===== src/rtl/mem_if_pkg.sv =====
// Shared definitions for the line-granular main-memory interface:
// default widths, fetcher state encodings and the line-align helper.
package mem_if_pkg;

    localparam int ADDR_W_DEF      = 32;
    localparam int LINE_W_DEF      = 128;
    localparam int OFFSET_BITS_DEF = 4;

    typedef enum logic [1:0] {
        IDLE = 2'd0,
        WB   = 2'd1,
        GAP  = 2'd2,
        RD   = 2'd3
    } fetch_state_t;

    function automatic logic [ADDR_W_DEF-1:0] line_align(input logic [ADDR_W_DEF-1:0] addr,
                                                          input int unsigned offset_bits);
        logic [ADDR_W_DEF-1:0] mask;
        mask = {ADDR_W_DEF{1'b1}} << offset_bits;
        return addr & mask;
    endfunction

endpackage


===== src/rtl/mem_watchdog.sv =====
// Down-counting mem_ready watchdog: reloads on clr, counts waiting cycles,
// flags expire on the cycle the last allowed wait cycle elapses.
module mem_watchdog #(
    parameter int unsigned LIMIT = 64
) (
    input  logic clk,
    input  logic rst,
    input  logic clr,
    input  logic en,
    output logic expire
);

    localparam int CW = $clog2(LIMIT + 1);

    logic [CW-1:0] remaining;

    always_ff @(posedge clk) begin
        if (rst || clr) begin
            remaining <= CW'(LIMIT);
        end else if (en && (remaining != '0)) begin
            remaining <= remaining - 1'b1;
        end
    end

    assign expire = en && (remaining == CW'(1));

endmodule


===== src/rtl/cache_line_fetcher.sv =====
// Miss fetcher: optional dirty-victim writeback, then a line read returned as a fill.
// Build option MEM_TIMEOUT_EN adds a mem_ready watchdog driving the sticky mem_err flag.
//
//   state | meaning
//   IDLE  | ready for a miss, mem_req low
//   WB    | writing the dirty victim line, waiting for mem_ready
//   GAP   | one req-low cycle so memory restarts its latency count
//   RD    | reading the missing line, waiting for mem_ready
module cache_line_fetcher
    import mem_if_pkg::*;
#(
    parameter int ADDR_W         = ADDR_W_DEF,
    parameter int LINE_W         = LINE_W_DEF,
    parameter int OFFSET_BITS    = OFFSET_BITS_DEF,
    parameter int TIMEOUT_CYCLES = 64
) (
    input  logic              clk,
    input  logic              rst,
    input  logic              miss_valid,
    output logic              miss_ready,
    input  logic [ADDR_W-1:0] miss_addr,
    input  logic              victim_dirty,
    input  logic [ADDR_W-1:0] victim_addr,
    input  logic [LINE_W-1:0] victim_data,
    output logic              fill_valid,
    output logic [LINE_W-1:0] fill_data,
    output logic [ADDR_W-1:0] fill_addr,
    output logic              busy,
    output logic              mem_req,
    output logic              mem_we,
    output logic [ADDR_W-1:0] mem_addr,
    output logic [LINE_W-1:0] mem_wdata,
    input  logic [LINE_W-1:0] mem_rdata,
    input  logic              mem_ready,
    output logic              mem_err
);

    fetch_state_t      state;
    logic [ADDR_W-1:0] miss_line;
    logic              accept;
    logic              wd_expire;

    assign accept = miss_valid && miss_ready;

`ifdef MEM_TIMEOUT_EN
    logic wd_clr;
    logic wd_en;

    assign wd_clr = accept || (state == GAP);
    assign wd_en  = ((state == WB) || (state == RD)) && !mem_ready;

    mem_watchdog #(
        .LIMIT(TIMEOUT_CYCLES)
    ) u_watchdog (
        .clk   (clk),
        .rst   (rst),
        .clr   (wd_clr),
        .en    (wd_en),
        .expire(wd_expire)
    );
`else
    assign wd_expire = 1'b0;
`endif

    always_ff @(posedge clk) begin
        if (rst) begin
            state      <= IDLE;
            miss_line  <= '0;
            miss_ready <= 1'b1;
            busy       <= 1'b0;
            fill_valid <= 1'b0;
            fill_data  <= '0;
            fill_addr  <= '0;
            mem_req    <= 1'b0;
            mem_we     <= 1'b0;
            mem_addr   <= '0;
            mem_wdata  <= '0;
            mem_err    <= 1'b0;
        end else begin
            fill_valid <= 1'b0;
            case (state)
                IDLE: begin
                    if (accept) begin
                        miss_line  <= line_align(miss_addr, OFFSET_BITS);
                        miss_ready <= 1'b0;
                        busy       <= 1'b1;
                        mem_req    <= 1'b1;
                        mem_err    <= 1'b0;
                        if (victim_dirty) begin
                            state     <= WB;
                            mem_we    <= 1'b1;
                            mem_addr  <= line_align(victim_addr, OFFSET_BITS);
                            mem_wdata <= victim_data;
                        end else begin
                            state    <= RD;
                            mem_we   <= 1'b0;
                            mem_addr <= line_align(miss_addr, OFFSET_BITS);
                        end
                    end
                end
                WB: begin
                    if (mem_ready) begin
                        state   <= GAP;
                        mem_req <= 1'b0;
                        mem_we  <= 1'b0;
                    end else if (wd_expire) begin
                        state      <= IDLE;
                        mem_req    <= 1'b0;
                        mem_we     <= 1'b0;
                        mem_err    <= 1'b1;
                        miss_ready <= 1'b1;
                        busy       <= 1'b0;
                    end
                end
                GAP: begin
                    state    <= RD;
                    mem_req  <= 1'b1;
                    mem_we   <= 1'b0;
                    mem_addr <= miss_line;
                end
                RD: begin
                    if (mem_ready) begin
                        state      <= IDLE;
                        fill_data  <= mem_rdata;
                        fill_addr  <= miss_line;
                        fill_valid <= 1'b1;
                        mem_req    <= 1'b0;
                        miss_ready <= 1'b1;
                        busy       <= 1'b0;
                    end else if (wd_expire) begin
                        state      <= IDLE;
                        mem_req    <= 1'b0;
                        mem_err    <= 1'b1;
                        miss_ready <= 1'b1;
                        busy       <= 1'b0;
                    end
                end
            endcase
        end
    end

endmodule


===== config.mk =====
export PLATFORM = sky130hd
export DESIGN_NAME = cache_line_fetcher
export DESIGN_NICKNAME = d
export VERILOG_FILES = /design/src/rtl/mem_if_pkg.sv /design/src/rtl/mem_watchdog.sv /design/src/rtl/cache_line_fetcher.sv
export SDC_FILE = /design/constraint.sdc
export NUM_CORES = 1
export LEC_CHECK = 0
export ABC_AREA = 1
export CORE_AREA = 10 10 246 248
export CTS_CLUSTER_SIZE = 14
export DETAILED_ROUTE_END_ITERATION = 12
export DIE_AREA = 0 0 256 258
export PLACE_DENSITY = 0.57
export SYNTH_ARGS = -nofsm -noshare
export SYNTH_HDL_FRONTEND = slang
export SYNTH_SLANG_ARGS = --single-unit

===== constraint.sdc =====
create_clock -name clk -period 1.9 [get_ports clk]
set_input_delay 0.38 -clock clk [delete_from_list [all_inputs] [get_ports clk]]
set_output_delay 0.38 -clock clk [all_outputs]
set_load 0.01 [all_outputs]

==> run metrics <==
PD cells 1160 nW/um^2; achievable frequency 543 MHz; Post-CTS Hold Buffers 0; grt total ovfl 0; IO buf count 633; drt via density 4.31; Top Family by Delay on Critical Path buffers and inverters; sequential-to-total area share from yosys stat roughly 55%; Hold Path Class input pin to register; Slew headroom approximately two thirds; fin. max-slew vios 0; Final Util approximately 39%; FF-to-FF Start state[0]; Setup Crit Path Kind register to output pin; Fin Hold WS ~420 ps; initial antenna violation count 25; crit path max fanout 2; WP data required between 1500 and 2000 ps; Post-DRT Antenna Nets 0; post-DP HPWL ~45000 um; first-pass GRT wire length about 84000 um; Final setup viols 0; core area 55700 sq um; Clock Latency Late Sink between 500 and 600 ps; I/O pin cnt 651; iteration count of the initial detailed-routing pass 5; Nets 2609; vias roughly 13000; clock power share a little under a third; post-CTS setup repair buffer count 0; Static Leakage slightly above 9 nW; Setup TNS 0 ps; Slowest-stage cell, CP clkdlybuf4s50_1; Starting Density 22.8%; die area 66000 sq um; Post-Synthesis Cell Area between 10000 and 15000 sq um; Die Ht approximately 260 um; sw power 8.18 mW; Endpoint, Worst Hold mem_wdata[22]; share of post-route cells with drive strength above 1 around 5.6%; DRC Markers 0; maximum vdd drop ~0.00073 V; #FFs+latches synth about 350; CTS tree yes; r2r setup slk between 100 and 150 ps; measured slew at the worst slew-check pin roughly 520 ps; number of synthesis warnings 0; switching share of power 32.6%; reg2reg path depth 9; outcome complete, no violations; H-tree depth 2; Hold Crit Depth 3; min-delay src victim_data[22]; final hold violations 0; Post-Place Cell Area a little over 20000 sq um; clock root buffer clkbuf_16; CTS resizes 74; CP Capture Type output pin; Yosys cell types 22; Synth Area per Inst 7.62 sq um; WP buf/inv 1; Routed wire per std cell between 15 and 20 um; Seq pwr share between 30% and 40%; Mapped Cells 1668; number of max-cap violations 0; DRT Wirelength around 58000 um; final worst path period share between 90% and 100%; GPL Wtd Cong ~0.84; Clk pin slew, worst setup/hold paths roughly 60 ps; crit path launch type register; clock buffer depth 3; GRT Resource Usage Total 16.5%; CTS Buf Count 41; Synth-to-Final Area Change 69.3%; P_int approximately 17 mW; row count 87; number of global-route vias before repair 12800; final setup skew between 10 and 15 ps; design area ~22000 sq um; CP arrival between 1000 and 1500 ps; CTS Sinks between 300 and 400; part of the power in combinational logic 32.7%; FF-to-FF End mem_addr[8]; post-route minimum period 1840 ps; largest net degree at the start of global routing between 70 and 80; crit path cell chain clkdlybuf4s50_1; chip width 256 um; 1st-iter DRT viols 676; delay of the slowest critical-path stage roughly 580 ps
[worst min-delay path, delay by kind of cell]
kind | cells | cell delay, ps
buffers and inverters | 1 | 390
AND/OR/NAND/NOR | 1 | 40
AO/OA/AOI/OAI | 1 | 130
[metal layers]
metal  share of wire [%]  global-route usage [%]  vias up
met4                 1.8                    5.82       18
met2                  50                    28.7      495
li1                    -                       -     6576
met1                  37                    16.8     6106
met5                0.23                       0        -
met3                  11                    8.59       77
[worst max path at each step]
stage	to	cells after the start	from
floorplan	mem_addr[10]	9	state[0]
detailed placement	mem_wdata[118]	8	victim_dirty
global route	mem_wdata[116]	8	state[1]
CTS	mem_wdata[37]	1	mem_wdata[37]
finish	mem_wdata[24]	1	mem_wdata[24]
global placement	mem_wdata[0]	8	victim_dirty
[cell usage after synthesis]
cell	instances	area share [%]
nor2_1	555	16
dfxtp_1	347	55
o21ai_0	290	11
nand2_1	139	4.1
a21oi_1	88	3.5
clkbuf_1	62	1.8
o21ai_1	42	1.7
buf_2	40	1.6
inv_1	37	1.1
buf_4	26	1.5
nand3_1	14	0.55
nand3b_1	11	0.65
ha_1	5	0.49
inv_2	3	0.089
buf_6	2	0.18
buf_1	1	0.029
clkbuf_2	1	0.039
conb_1	1	0.029
nand2_2	1	0.049
nand3_2	1	0.079
nand4_2	1	0.098
or2_0	1	0.049
[power groups by stage]
stage	registers, mW	logic (mW)	clock network (mW)
after global placement	9.41	8.47	0
after global routing	9.45	9.04	8.16
after floorplan	9.89	3.41	0
after CTS	9.31	8.36	7.85
final	9.29	8.20	7.58
after detailed placement	9.47	8.53	0
[metrics by stage]
stage | instances | power, mW | worst slack [ps]
6_report | 3076 | 25.1 | 57.7
5_1_grt | 3072 | 26.7 | -0.234
4_1_cts | 3062 | 25.5 | 0.387
3_5_place_dp | 2992 | 18.0 | -119
3_3_place_gp | 2992 | 17.9 | -75.2
2_1_floorplan | 1676 | 13.3 | 417
[cell families after synthesis]
group	Yosys count	share of synthesized area (%)
simple gates	723	22.0
compound gates	420	16.5
flops	347	54.6
buf+inv	172	6.37
fa+ha+maj	5	0.492
other cells	1	0.0295
[placed cells by master (no fill, tap or decap), drive strengths merged]
cell type and instances:
a21oi 88, buf 59, clkbuf 61, clkdlybuf4s50 499
clkinv 6, conb 9, dfxtp 347, diode 14
dlygate4sd2 74, dlymetal6s2s 60, ha 5, inv 43
nand2 140, nand3 15, nand3b 11, nand4 1
nor2 555, o21ai 332, or2 1
[registers in the layout, summed over array words and instances (netlist names)]
signal      cells
fill_data     128
mem_wdata     128
fill_addr      28
mem_addr       28
miss_line      28
state           2
busy            1
fill_valid      1
mem_req         1
mem_we          1
miss_ready      1
[layout make-up]
| cell class | count | area (sq um) |
|---|---|---|
| sequential | 347 | 6950 |
| tap | 756 | 946 |
| antenna | 14 | 35.0 |
| fill | 5776 | 34200 |
| inverter | 40 | 165 |
| timing repair buffer | 692 | 7140 |
| clock buffer | 61 | 1210 |
| multi-input combinational | 1157 | 5010 |
| clock inverter | 9 | 78.8 |
No activity file was read; power rests on OpenSTA's default activity.
